File: src/rtl/cache_line_mover.sv
// cache_line_mover
// Beat sequencer in front of a 2^ADDR_W x 64 synchronous data array (one-cycle
// registered read, separate read and write ports). A refill streams
// 2^LINE_LOG2 beats from in_* into one line. An evict reads one line and
// streams it out on out_* through a 3-entry FIFO under valid/ready.
//
// Ports
//   clk, rst                  clock, synchronous active-low reset
//   req_valid/ready/op/line   command: op 0 = refill, 1 = evict; line index
//   busy, done                command in progress / one-cycle completion pulse
//   in_valid/ready/data       refill beat stream
//   out_valid/ready/data/last evict beat stream, out_last marks the final beat
//   ram_raddr, ram_rd         array read port (data valid the cycle after addr)
//   ram_waddr, ram_wr, ram_we array write port
//
// state    | meaning
// ---------+--------------------------------------------------------------
// ST_IDLE  | waiting for a command; req_ready high
// ST_FILL  | writing refill beats straight through to the array
// ST_EVICT | issuing array reads, buffering returns, draining to out_*
module cache_line_mover #(
    parameter int LINE_LOG2 = 3,
    parameter int ADDR_W    = 10
) (
    input  logic                        clk,
    input  logic                        rst,
    input  logic                        req_valid,
    output logic                        req_ready,
    input  logic                        req_op,
    input  logic [ADDR_W-LINE_LOG2-1:0] req_line,
    output logic                        busy,
    output logic                        done,
    input  logic                        in_valid,
    output logic                        in_ready,
    input  logic [63:0]                 in_data,
    output logic                        out_valid,
    input  logic                        out_ready,
    output logic [63:0]                 out_data,
    output logic                        out_last,
    output logic [ADDR_W-1:0]           ram_raddr,
    input  logic [63:0]                 ram_rd,
    output logic [ADDR_W-1:0]           ram_waddr,
    output logic [63:0]                 ram_wr,
    output logic                        ram_we
);

    localparam int LINE_W = ADDR_W - LINE_LOG2;
    localparam logic [LINE_LOG2:0]   RB_END    = (LINE_LOG2 + 1)'(1 << LINE_LOG2);
    localparam logic [LINE_LOG2:0]   RB_ONE    = (LINE_LOG2 + 1)'(1);
    localparam logic [LINE_LOG2-1:0] WB_ONE    = LINE_LOG2'(1);
    localparam logic [LINE_LOG2-1:0] BEAT_LAST = LINE_LOG2'((1 << LINE_LOG2) - 1);

    typedef enum logic [1:0] {
        ST_IDLE  = 2'd0,
        ST_FILL  = 2'd1,
        ST_EVICT = 2'd2
    } state_t;

    state_t                 state_q, state_d;
    logic [LINE_W-1:0]      line_q, line_d;
    logic [LINE_LOG2-1:0]   wbeat_q, wbeat_d;
    logic [LINE_LOG2:0]     rbeat_q, rbeat_d;
    logic                   start_q, start_d;
    logic                   inflight_q, inflight_d;
    logic                   inflight_last_q, inflight_last_d;
    logic [ADDR_W-1:0]      raddr_q, raddr_d;
    logic [1:0]             wptr_q, wptr_d;
    logic [1:0]             rptr_q, rptr_d;
    logic [1:0]             count_q, count_d;
    logic                   done_q, done_d;
    logic [63:0]            fifo_data_q [3];
    logic [63:0]            fifo_data_d [3];
    logic                   fifo_last_q [3];
    logic                   fifo_last_d [3];

    logic issue;
    logic push;
    logic pop;

    assign req_ready = (state_q == ST_IDLE);
    assign busy      = (state_q != ST_IDLE);
    assign done      = done_q;
    assign in_ready  = (state_q == ST_FILL);
    assign ram_we    = in_ready & in_valid;
    assign ram_waddr = {line_q, wbeat_q};
    assign ram_wr    = in_data;
    assign out_valid = (count_q != 2'd0);
    assign out_data  = fifo_data_q[rptr_q];
    assign out_last  = out_valid & fifo_last_q[rptr_q];

    always_comb begin
        state_d     = state_q;
        line_d      = line_q;
        wbeat_d     = wbeat_q;
        rbeat_d     = rbeat_q;
        start_d     = start_q;
        wptr_d      = wptr_q;
        rptr_d      = rptr_q;
        count_d     = count_q;
        fifo_data_d = fifo_data_q;
        fifo_last_d = fifo_last_q;
        done_d      = 1'b0;
        issue       = 1'b0;
        ram_raddr   = raddr_q;
        push        = inflight_q;
        pop         = out_valid & out_ready;

        case (state_q)
            ST_IDLE: begin
                if (req_valid) begin
                    line_d  = req_line;
                    wbeat_d = '0;
                    rbeat_d = '0;
                    start_d = 1'b1;
                    state_d = req_op ? ST_EVICT : ST_FILL;
                end
            end
            ST_FILL: begin
                if (in_valid) begin
                    wbeat_d = wbeat_q + WB_ONE;
                    if (wbeat_q == BEAT_LAST) begin
                        state_d = ST_IDLE;
                        done_d  = 1'b1;
                    end
                end
            end
            ST_EVICT: begin
                // First EVICT cycle only settles the latched line; reads start
                // the cycle after so beat 0 lands in the FIFO three cycles
                // after acceptance. Reads in flight count against FIFO space
                // so a returning beat always has a slot, even with no pop.
                start_d = 1'b0;
                issue   = !start_q && (rbeat_q < RB_END) &&
                          (({1'b0, count_q} + {2'b00, inflight_q}) < 3'd3);
                if (issue) begin
                    ram_raddr = {line_q, rbeat_q[LINE_LOG2-1:0]};
                    rbeat_d   = rbeat_q + RB_ONE;
                end
                if (pop && fifo_last_q[rptr_q]) begin
                    state_d = ST_IDLE;
                    done_d  = 1'b1;
                end
            end
            default: state_d = ST_IDLE;
        endcase

        raddr_d         = ram_raddr;
        inflight_d      = issue;
        inflight_last_d = issue && (rbeat_q[LINE_LOG2-1:0] == BEAT_LAST);

        if (push) begin
            fifo_data_d[wptr_q] = ram_rd;
            fifo_last_d[wptr_q] = inflight_last_q;
            wptr_d = (wptr_q == 2'd2) ? 2'd0 : wptr_q + 2'd1;
        end
        if (pop) begin
            rptr_d = (rptr_q == 2'd2) ? 2'd0 : rptr_q + 2'd1;
        end
        case ({push, pop})
            2'b10:   count_d = count_q + 2'd1;
            2'b01:   count_d = count_q - 2'd1;
            default: count_d = count_q;
        endcase
    end

    always_ff @(posedge clk) begin
        if (!rst) begin
            state_q         <= ST_IDLE;
            line_q          <= '0;
            wbeat_q         <= '0;
            rbeat_q         <= '0;
            start_q         <= 1'b0;
            inflight_q      <= 1'b0;
            inflight_last_q <= 1'b0;
            raddr_q         <= '0;
            wptr_q          <= 2'd0;
            rptr_q          <= 2'd0;
            count_q         <= 2'd0;
            done_q          <= 1'b0;
        end else begin
            state_q         <= state_d;
            line_q          <= line_d;
            wbeat_q         <= wbeat_d;
            rbeat_q         <= rbeat_d;
            start_q         <= start_d;
            inflight_q      <= inflight_d;
            inflight_last_q <= inflight_last_d;
            raddr_q         <= raddr_d;
            wptr_q          <= wptr_d;
            rptr_q          <= rptr_d;
            count_q         <= count_d;
            done_q          <= done_d;
        end
    end

    // FIFO storage needs no reset: occupancy is cleared, so stale entries are
    // never presented.
    always_ff @(posedge clk) begin
        fifo_data_q <= fifo_data_d;
        fifo_last_q <= fifo_last_d;
    end

endmodule

File: config.mk
export PLATFORM = sky130hd
export DESIGN_NAME = cache_line_mover
export DESIGN_NICKNAME = d
export VERILOG_FILES = /design/src/rtl/cache_line_mover.sv
export SDC_FILE = /design/constraint.sdc
export NUM_CORES = 1
export LEC_CHECK = 0
export BUFFER_PORTS_ARGS = -buffer_cell sky130_fd_sc_hd__buf_4
export CAP_MARGIN = 10
export CORE_ASPECT_RATIO = 1.2
export CORE_MARGIN = 4
export CORE_UTILIZATION = 46
export DETAILED_ROUTE_END_ITERATION = 16
export PLACE_DENSITY = 0.86
export REMOVE_ABC_BUFFERS = 1
export SETUP_SLACK_MARGIN = 0.5
export SLEW_MARGIN = 5
export SYNTH_ARGS = -nofsm -noshare
export SYNTH_HDL_FRONTEND = slang
export SYNTH_SLANG_ARGS = --single-unit
export TNS_END_PERCENT = 1
File: constraint.sdc
create_clock -name clk -period 5.5 [get_ports clk]
set_clock_uncertainty 0.2 [all_clocks]
set_input_delay 0.275 -clock clk [delete_from_list [all_inputs] [get_ports clk]]
set_output_delay 0.275 -clock clk [all_outputs]
set_load 0.02 [all_outputs]
# Yosys cells after proc, flatten, opt, wreduce, memory -nomap -nowiden
# Index checks and enable logic that the tools add are counted.
totals:
  out_inout_bits: 155
  reg_bits: 231
  word_cells: 101
classes:
  mux: 36
  n_eq_ne: 13
  n_bitwise: 5
  add_sub_neg: 7
  n_reduce_logical: 17
  order_cmp: 5
op_table:
  columns: ["cell", "n"]
  rows:
  - ["192-bit bitwise mux", 1]
  - ["64-bit 2-to-1 mux", 3]
  - ["64-bit binary-select mux with 2-bit select", 1]
  - ["64-bit demux with 2-bit select", 1]
  - ["10-bit 2-to-1 mux", 2]
  - ["2-bit 2-to-1 mux", 7]
  - ["2-bit nonzero test", 5]
  - ["2-bit == test, second input constant", 4]
  - ["1-bit 2-to-1 mux", 8]
  - ["4-bit 2-to-1 mux", 2]
  - ["2-bit != test, second input constant", 4]
  - ["4-bit one-hot mux with 2 select lines", 1]
  - ["2-bit by 1-bit adder with 2-bit output, second input constant", 3]
  - ["3-bit == test, second input constant", 2]
  - ["3-bit greater-or-equal comparator, second input constant", 2]
  - ["3-bit 2-to-1 mux", 2]
  - ["2-bit NOT with 3-bit output", 2]
  - ["2-bit one-hot mux with 3 select lines", 1]
  - ["3-bit one-hot mux with 2 select lines", 1]
  - ["3-bit AND reduction", 2]
  - ["1-bit logical AND", 5]
  - ["4-bit by 1-bit adder with 4-bit output, second input constant", 1]
  - ["2-bit by 1-bit == test with 1-bit output, second input constant", 2]
  - ["4-bit less-than comparator, second input constant", 1]
  - ["other kinds (16)", 20]

# Depth between registers and ports, before layout
# Gate-level depths: netlist of the first run.
logic_depth:
  word_depth: 7
  mapped_depth: 7
  ltp_nobuf: 6

# Least setup slack after synthesis of the first run
# OpenSTA, ideal clock, no wires.
synth_timing:
  kind: "register to register"
  startpoint: "register inflight_q"
  endpoint: "register fifo_data_q[128] (netlist name), enable pin"
  arrival_ps: 4943
  path_stages_with_launch: 3
  required_time_ps: 4729
  synth_period_minus_slack_ps: 5714
  slack_ps: -214
  setup_time_ps: 571
  path_cell_list: "dfxtp_1 inv_1 nor3_1"
synth_rtl:
  columns: ["element", "line", "text"]
  rows:
  - ["start, declared", "64", "logic inflight_q, inflight_d;"]
  - ["start signal, assigned", "186", "inflight_q <= inflight_d;"]
  - ["end signal, assigned", "199", "fifo_data_q <= fifo_data_d;"]
  - ["end, declared", "71", "logic [63:0] fifo_data_q [3];"]
# No word-level cell between the ends.

# Worst setup path in the final report of the first run
layout_timing:
  startpoint: "register rptr_q[0]"
  endpoint: "output out_data[54]"
layout_via:
  elab_chain_cells: 4
layout_rtl:
  columns: ["element", "line", "text"]
  rows:
  - ["start, declared", "68", "logic [1:0] rptr_q, rptr_d;"]
  - ["start signal, assigned", "190", "rptr_q <= rptr_d;"]
  - ["2-bit NOT with 3-bit output (implied by the code)", "88", "assign out_data = fifo_data_q[rptr_q];"]
  - ["64-bit binary-select mux with 2-bit select", "88", null]
  - ["64-bit 2-to-1 mux (implied by the code) (2 in a row)", "88", null]
  - ["end, declared", "38", "output logic [63:0] out_data,"]
# No other way between the ends. The select of a mux whose other input is x is not followed.

==> run_results.csv, run 1 <==
group,metric,value,unit
run_status,status,"finished clean",
pwr,power.switching,1240,uW
sta,relSlewSlack,20.3,%
synth,async_flop_share,0,%
layout,finalNonFillerCells,1121,
layout,area_growth,27.5,%
synth,synth_edf_count,195,
worst_setup_path,ff2ff_path_depth,3,
pwr,pwr-share-clk,31.9,%
worst_setup_path,endpoint_kind,"output port",
synth,synth_flop_cell,"edfxtp_1",
grt,grt_overflow,0,
clock_tree,cts-root-buf,"clkbuf_16",
layout,nFillCells,1462,
pwr,p_int,3180,uW
clock_tree,cts.clk_slew.worst_paths,0.07,ns
layout,antenna_cells,0,
worst_setup_path,cp.required,5.03,ns
place,portBuffers,167,
grt,antenna_found_initial,2,
clock_tree,clock-sinks,231,
worst_setup_path,worst_path_max_delay_cell,"dfxtp_4",
pwr,leakage,0.00419,uW
worst_setup_path,cp_top_family,"buffers and inverters",
worst_setup_path,cp-start-kind,"flip-flop",
worst_setup_path,worst_path_largest_cell_delay,0.68,ns
sta,grt_setup_unrepaired,"false",
sta,holdWs,0.0376,ns
clock_tree,clock_path_buffers,3,
floorplanning,die_area,0.0226,mm^2
worst_setup_path,path_depth,4,
sta,fin_ws,2.48,ns
route,antenna_left,0,
worst_setup_path,crit_path_frequent_cell,"buf_4",
sta,final_hold_viol_count,0,
route,wl,25200,um
grt,grt_usage,21.9,%
pwr,power.total,4420,uW
synth,yosys_warnings,0,
clock_tree,htree_levels,1,
synth,syn_inst,658,
run,drv_cap,0,
route,detail_route.iter0.violations,447,
synth,synth_cell_types,42,
worst_setup_path,path_class,"flip-flop to output port",
floorplanning,initial_core_util,47.1,%
place,hpwl,16300,um
route,routedWlPerCell,22.5,um
synth,syn_area_per_cell,14.1,um^2
clock_tree,cts_resized,0,
synth,synth_seq_cells,231,
sta,fin_crit,3.02,ns
route,first_pass_iters,4,
floorplanning,pin_count,296,
clock_tree,cts_tree,"built",
route,vias_per_cell,5.30,
pwr,swShare,28.1,%
layout,layout.area.seq,0.00658,mm^2
sta,tightestPinTransition,1.19,ns
layout,multiInputGateArea,0.00212,mm^2
grt,grt_pass1_vias,6291,
worst_setup_path,cp_max_fo,42,
floorplanning,design.core.area,0.0198,mm^2
layout,final_cell_mix,"edfxtp_1, buf_4, nand2_1, dlygate4sd3_1, o21ai_0",
min_path,worstHoldPathCells,4,
floorplanning,fp-row-count,56,
worst_setup_path,cp_cell_sequence,"buf_4 -> mux2i_1 -> o21ai_0 -> buf_4",
floorplanning,die_h,164,um
layout,final_nets,995,
pwr,ir_worst_vdd,0.260,mV
min_path,hold_path.class,"input port to flip-flop",
layout,mostFrequentLayoutCell,"edfxtp_1",
place,place_congestion,0.784,
worst_setup_path,worst-path-buf-inv,2,
synth,synth_area,0.00931,mm^2
sta,max_freq,0.331,GHz
grt,grt_pass1_wl,37000,um
route,drc,0,
sta,fin_crit_sh,54.9,%
pwr,combPwrFrac,21.6,%
pwr,power_frac_seq,46.4,%
synth,ys_seq_area_share,70.6,%
clock_tree,numCtsBuffers,23,
layout,drive_above_1_share,26.7,%
worst_setup_path,crit_arrival,2.54,ns
place,place_inst,999,
floorplanning,die_w,138,um
place,dp_slack,2.89,ns
sta,setup_viol,0,
route,dr_total_vias,5942,
grt,grt_max_degree,71,
clock_tree,insertion_delay,0.49,ns
pwr,power_density,372,mW/mm^2
sta,drv_slew,0,
-- path summary, 6_finish.rpt --
check                                            start                          to  slack [ns]
worst max-delay path            rptr_q[0]$_SDFFE_PN0N_                out_data[54]        2.48
worst min-delay path                          in_valid     wbeat_q[2]$_SDFFE_PN0P_        0.04
worst min register to register  line_q[2]$_SDFFE_PN0P_      line_q[2]$_SDFFE_PN0P_        0.29
worst max register to register  wptr_q[0]$_SDFFE_PN0P_  fifo_data_q[114]$_DFFE_PP_        2.94
-- cells in the mapped netlist, drive strengths merged (11+ instances only) --
| library cell | n | area, um^2 |
|---|---|---|
| clkbuf | 16 | 60.1 |
| nor2 | 12 | 45.0 |
| mux2i | 66 | 661 |
| a21oi | 14 | 70.1 |
| o21ai | 68 | 340 |
| nand2 | 88 | 338 |
| dfxtp | 36 | 721 |
| nand3 | 11 | 55.1 |
| buf | 78 | 549 |
| edfxtp | 195 | 5860 |
| and2 | 12 | 77.6 |
-- metrics by stage --
stage	utilization [%]	area, um^2	TNS [ns]
2_1_floorplan	-	8700	-13.91
3_3_place_gp	52.5	10400	0
3_5_place_dp	52.5	10400	0
4_1_cts	59.9	11800	0
5_1_grt	60.1	11900	0
6_report	60.1	11900	0
-- sequential cells by signal, indices dropped and copies added (netlist names) --
signal and cells:
wptr_q 2, inflight_last_q 1, raddr_q 10, fifo_last_q 3, fifo_data_q 192, line_q 7
wbeat_q 3, count_q 2, rbeat_q 4, start_q 1, rptr_q 2, inflight_q 1
state_q 2, done 1
-- final cells by class --
| type | instances | area share [%] |
|---|---|---|
| Sequential cell | 231 | 55.4 |
| Timing Repair Buffer | 255 | 18.0 |
| Multi-Input combinational cell | 324 | 17.8 |
| Clock buffer | 26 | 4.94 |
| Tap cell | 261 | 2.75 |
| Clock inverter | 15 | 0.748 |
| Inverter | 9 | 0.285 |
-- metal layers --
layer	up-vias	GRT usage (%)	share of wire (%)
met5	-	10.9	1.2
met4	10	4.49	1.6
met3	49	15.8	16
met2	353	33.4	45
met1	2843	24.4	36
li1	2687	-	-
-- cells by family (layout without fill, tap and decap cells) --
family	count (synthesis)	in the layout	synth area share [%]
xor gates and xnor gates	2	2	0.188
AOI/OAI and AO/OA	98	98	5.71
buffers and inverters	103	305	6.91
muxes	76	76	8.47
adders and majority gates	10	10	1.34
DFF	231	231	70.6
and+or+nand+nor	138	138	6.75
-- what timing repair did --
item | in CTS | in global routing
endpoints found under the hold margin | 216 | 0
setup buffers | 0 | 0
endpoints found under the setup margin | 0 | 0
hold buffers | 80 | 0
-- tightest hold or removal path, stage by stage --
cell and delay, ns:
buf_4 0.12, o22ai_1 0.08, a22oi_1 0.15, nor2_1 0.06
-- power groups by stage --
| stage | clock network (uW) | registers, uW | logic [uW] |
|---|---|---|---|
| floorplan | 0 | 2120 | 505 |
| global placement | 0 | 2080 | 870 |
| detailed placement | 0 | 2090 | 886 |
| CTS | 1440 | 2050 | 950 |
| global route | 1530 | 2060 | 1030 |
| finish | 1410 | 2050 | 956 |
Note: power is estimated with default switching activity, not from simulation.
==> inputs of run 2 (changes only) <==
Settings changed: ABC_AREA set to 1.
Clock period 5.5 ns to 2.75 ns, I/O delays scaled along.
==> run_results.csv, run 2 <==
group,metric,value,unit
run_status,status,"finished clean",
place,dp_slack,0.593,ns
worst_setup_path,cp_max_fo,5,
worst_setup_path,path_class,"flip-flop to output port",
place,portBuffers,167,
sta,fin_crit_sh,88.1,%
worst_setup_path,reg2reg_slack,0.60,ns
layout,largest_register_ffs,192,
min_path,worstHoldPathCells,0,
route,dr_total_vias,6145,
grt,grt_pass1_vias,6397,
synth,syn_area_per_cell,13.2,um^2
sta,drv_slew,0,
clock_tree,clock_path_buffers,3,
route,antenna_left,0,
synth,synth_edf_count,195,
clock_tree,insertion_delay,0.50,ns
synth,netlist.area_leader.share,64.2,%
worst_setup_path,r2r-start,"state_q[0]$_SDFFE_PN0P_",
sta,holdWs,0.0751,ns
clock_tree,clock-sinks,231,
worst_setup_path,cp.required,2.41,ns
floorplanning,fp-row-count,56,
layout,nFillCells,1391,
worst_setup_path,r2r_end,"line_q[2]$_SDFFE_PN0P_",
synth,syn_inst,692,
route,detail_route.iter0.violations,303,
sta,fin_crit,2.42,ns
layout,final_nets,1058,
worst_setup_path,cp-start-kind,"flip-flop",
worst_setup_path,endpoint_kind,"output port",
layout,drive_above_1_share,28.7,%
synth,async_flop_share,0,%
pwr,ir_worst_vdd,0.739,mV
floorplanning,die_h,162,um
synth,synth_seq_cells,231,
grt,antenna_found_initial,0,
clock_tree,cts.clk_slew.worst_paths,0.06,ns
worst_setup_path,crit_arrival,2.08,ns
pwr,power.total,11400,uW
sta,setup_viol,0,
route,first_pass_iters,5,
pwr,leakage,0.00472,uW
layout,mostFrequentLayoutCell,"edfxtp_1",
min_path,hold_end,"ram_wr[49]",
clock_tree,cts_tree,"built",
pwr,power_density,948,mW/mm^2
clock_tree,cts-root-buf,"clkbuf_16",
sta,tightestPinTransition,0.665,ns
synth,synth_cell_types,23,
floorplanning,die_w,137,um
route,wl,25800,um
sta,relSlewSlack,55.6,%
place,hpwl,16000,um
grt,grt_usage,22.6,%
layout,final_cell_mix,"edfxtp_1, buf_4, nand2_1, dlygate4sd3_1, a22oi_1",
min_path,hold_path.class,"input port to output port",
layout,reg_top3,"fifo_data_q (192), raddr_q (10), line_q (7)",
synth,synthTopCellsByCount,"edfxtp_1, nand2_1, buf_4",
sta,fin_ws,0.328,ns
floorplanning,die_area,0.0222,mm^2
min_path,worstHoldStart,"in_data[49]",
clock_tree,htree_levels,1,
synth,synth_flop_cell,"edfxtp_1",
floorplanning,design.core.area,0.0195,mm^2
route,vias_per_cell,5.19,
sta,grt_setup_unrepaired,"true",
floorplanning,pin_count,296,
synth,synth.most_common_cell,"edfxtp_1",
layout,final_area,0.0121,mm^2
route,drc,0,
place,place_congestion,0.834,
clock_tree,numCtsBuffers,22,
route,routedWlPerCell,21.8,um
layout,area_growth,32.3,%
grt,grt_pass1_wl,37200,um
grt,grt_overflow,0,
layout,antenna_cells,0,
synth,ys_seq_area_share,72.1,%
worst_setup_path,ff2ff_path_depth,6,
layout,largest_register,"fifo_data_q",
synth,synth_top_cell_by_area,"edfxtp_1",
sta,final_hold_viol_count,0,
place,dpl_cell_area,0.0103,mm^2
synth,synth.area.top_cells,"edfxtp_1, dfxtp_1, nand2_1",
floorplanning,initial_core_util,46.7,%
sta,max_freq,0.413,GHz
synth,synth_area,0.00912,mm^2
run,drv_cap,0,
synth,yosys_warnings,0,
grt,grt_max_degree,47,
run 2: cell types whose count changed after synthesis, sizes merged, moves of 10 or more:
cell / change
mux2i: -66
o21ai: -44
a22oi: +60
or2: +10
nor2: +29
mux2: -10
nand2: +68
inv: +22
and2: -12
run 2: routing by layer:
metal | global-route usage (%) | share of wire, % | vias to the layer above
met5 | 9.49 | 0.90 | -
met4 | 5.91 | 2.2 | 6
met3 | 14.3 | 14 | 47
met2 | 36.3 | 47 | 335
met1 | 24.3 | 35 | 2944
li1 | - | - | 2813
run 2: layout make-up:
class	count	area (um^2)	area share [%]
Multi-Input combinational cell	344	1910	15.9
Inverter	31	121	1.01
Timing Repair Buffer	277	2410	20.0
Clock inverter	11	136	1.13
Tap cell	261	327	2.71
Sequential cell	231	6580	54.6
Clock buffer	28	573	4.75
run 2: how the worst max path moves through the flow:
stage,from,endpoint,slack (ns),cells past startpoint
final,count_q[0]$_SDFFE_PN0P_,ram_raddr[1],0.33,10
after global routing,count_q[0]$_SDFFE_PN0P_,ram_raddr[4],0.27,10
after CTS,count_q[0]$_SDFFE_PN0P_,ram_raddr[1],0.31,10
after detailed placement,inflight_q$_SDFF_PN0_,ram_raddr[0],0.59,10
after global placement,inflight_q$_SDFF_PN0_,ram_raddr[0],0.66,10
after floorplan,inflight_q$_SDFF_PN0_,fifo_data_q[128]$_DFFE_PP_,-2.91,2
run 2: metrics by stage:
| stage | setup TNS (ns) | cells | util (%) |
|---|---|---|---|
| after detailed placement | 0 | 1046 | 52.4 |
| after global placement | 0 | 1046 | 52.4 |
| after CTS | 0 | 1182 | 61.5 |
| after floorplan | -485.58 | 604 | - |
| final | 0 | 1183 | 61.7 |
| after global routing | 0 | 1183 | 61.7 |
run 2: logic make-up (layout without fill, tap and decap cells):
kind of cell,Yosys count,in the layout,share of synthesized area (%)
DFF,231,231,72.1
and+or+nand+nor,225,227,9.96
buffers and inverters,119,347,8.53
AOI/OAI and AO/OA,107,107,8.03
adders and majority gates,10,10,1.37
run 2: repair_timing:
item | CTS | global route
cloned | 2 | 0
endpoints found under the setup margin | 75 | 75
setup buffers | 12 | 1
resized for setup | 34 | 8
hold endpoints to repair | 213 | 0
pin swaps | 8 | 2
hold buffers | 83 | 0
run 2: critical path, cell delays in order (launching register included):
cell	delay, ns
dfxtp_4	0.35
ha_4	0.16
ha_4	0.27
nand2_4	0.04
nand3_4	0.09
nor2_4	0.07
buf_6	0.13
or2_4	0.23
o21ai_4	0.07
inv_2	0.05
buf_6	0.13
run 2: power by group:
part           internal, uW  total, uW  switching (uW)  leakage [uW]
registers              4110       4270             153       0.00206
logic                  1770       4230            2460       0.00232
clock network          1760       2940            1190      0.000345
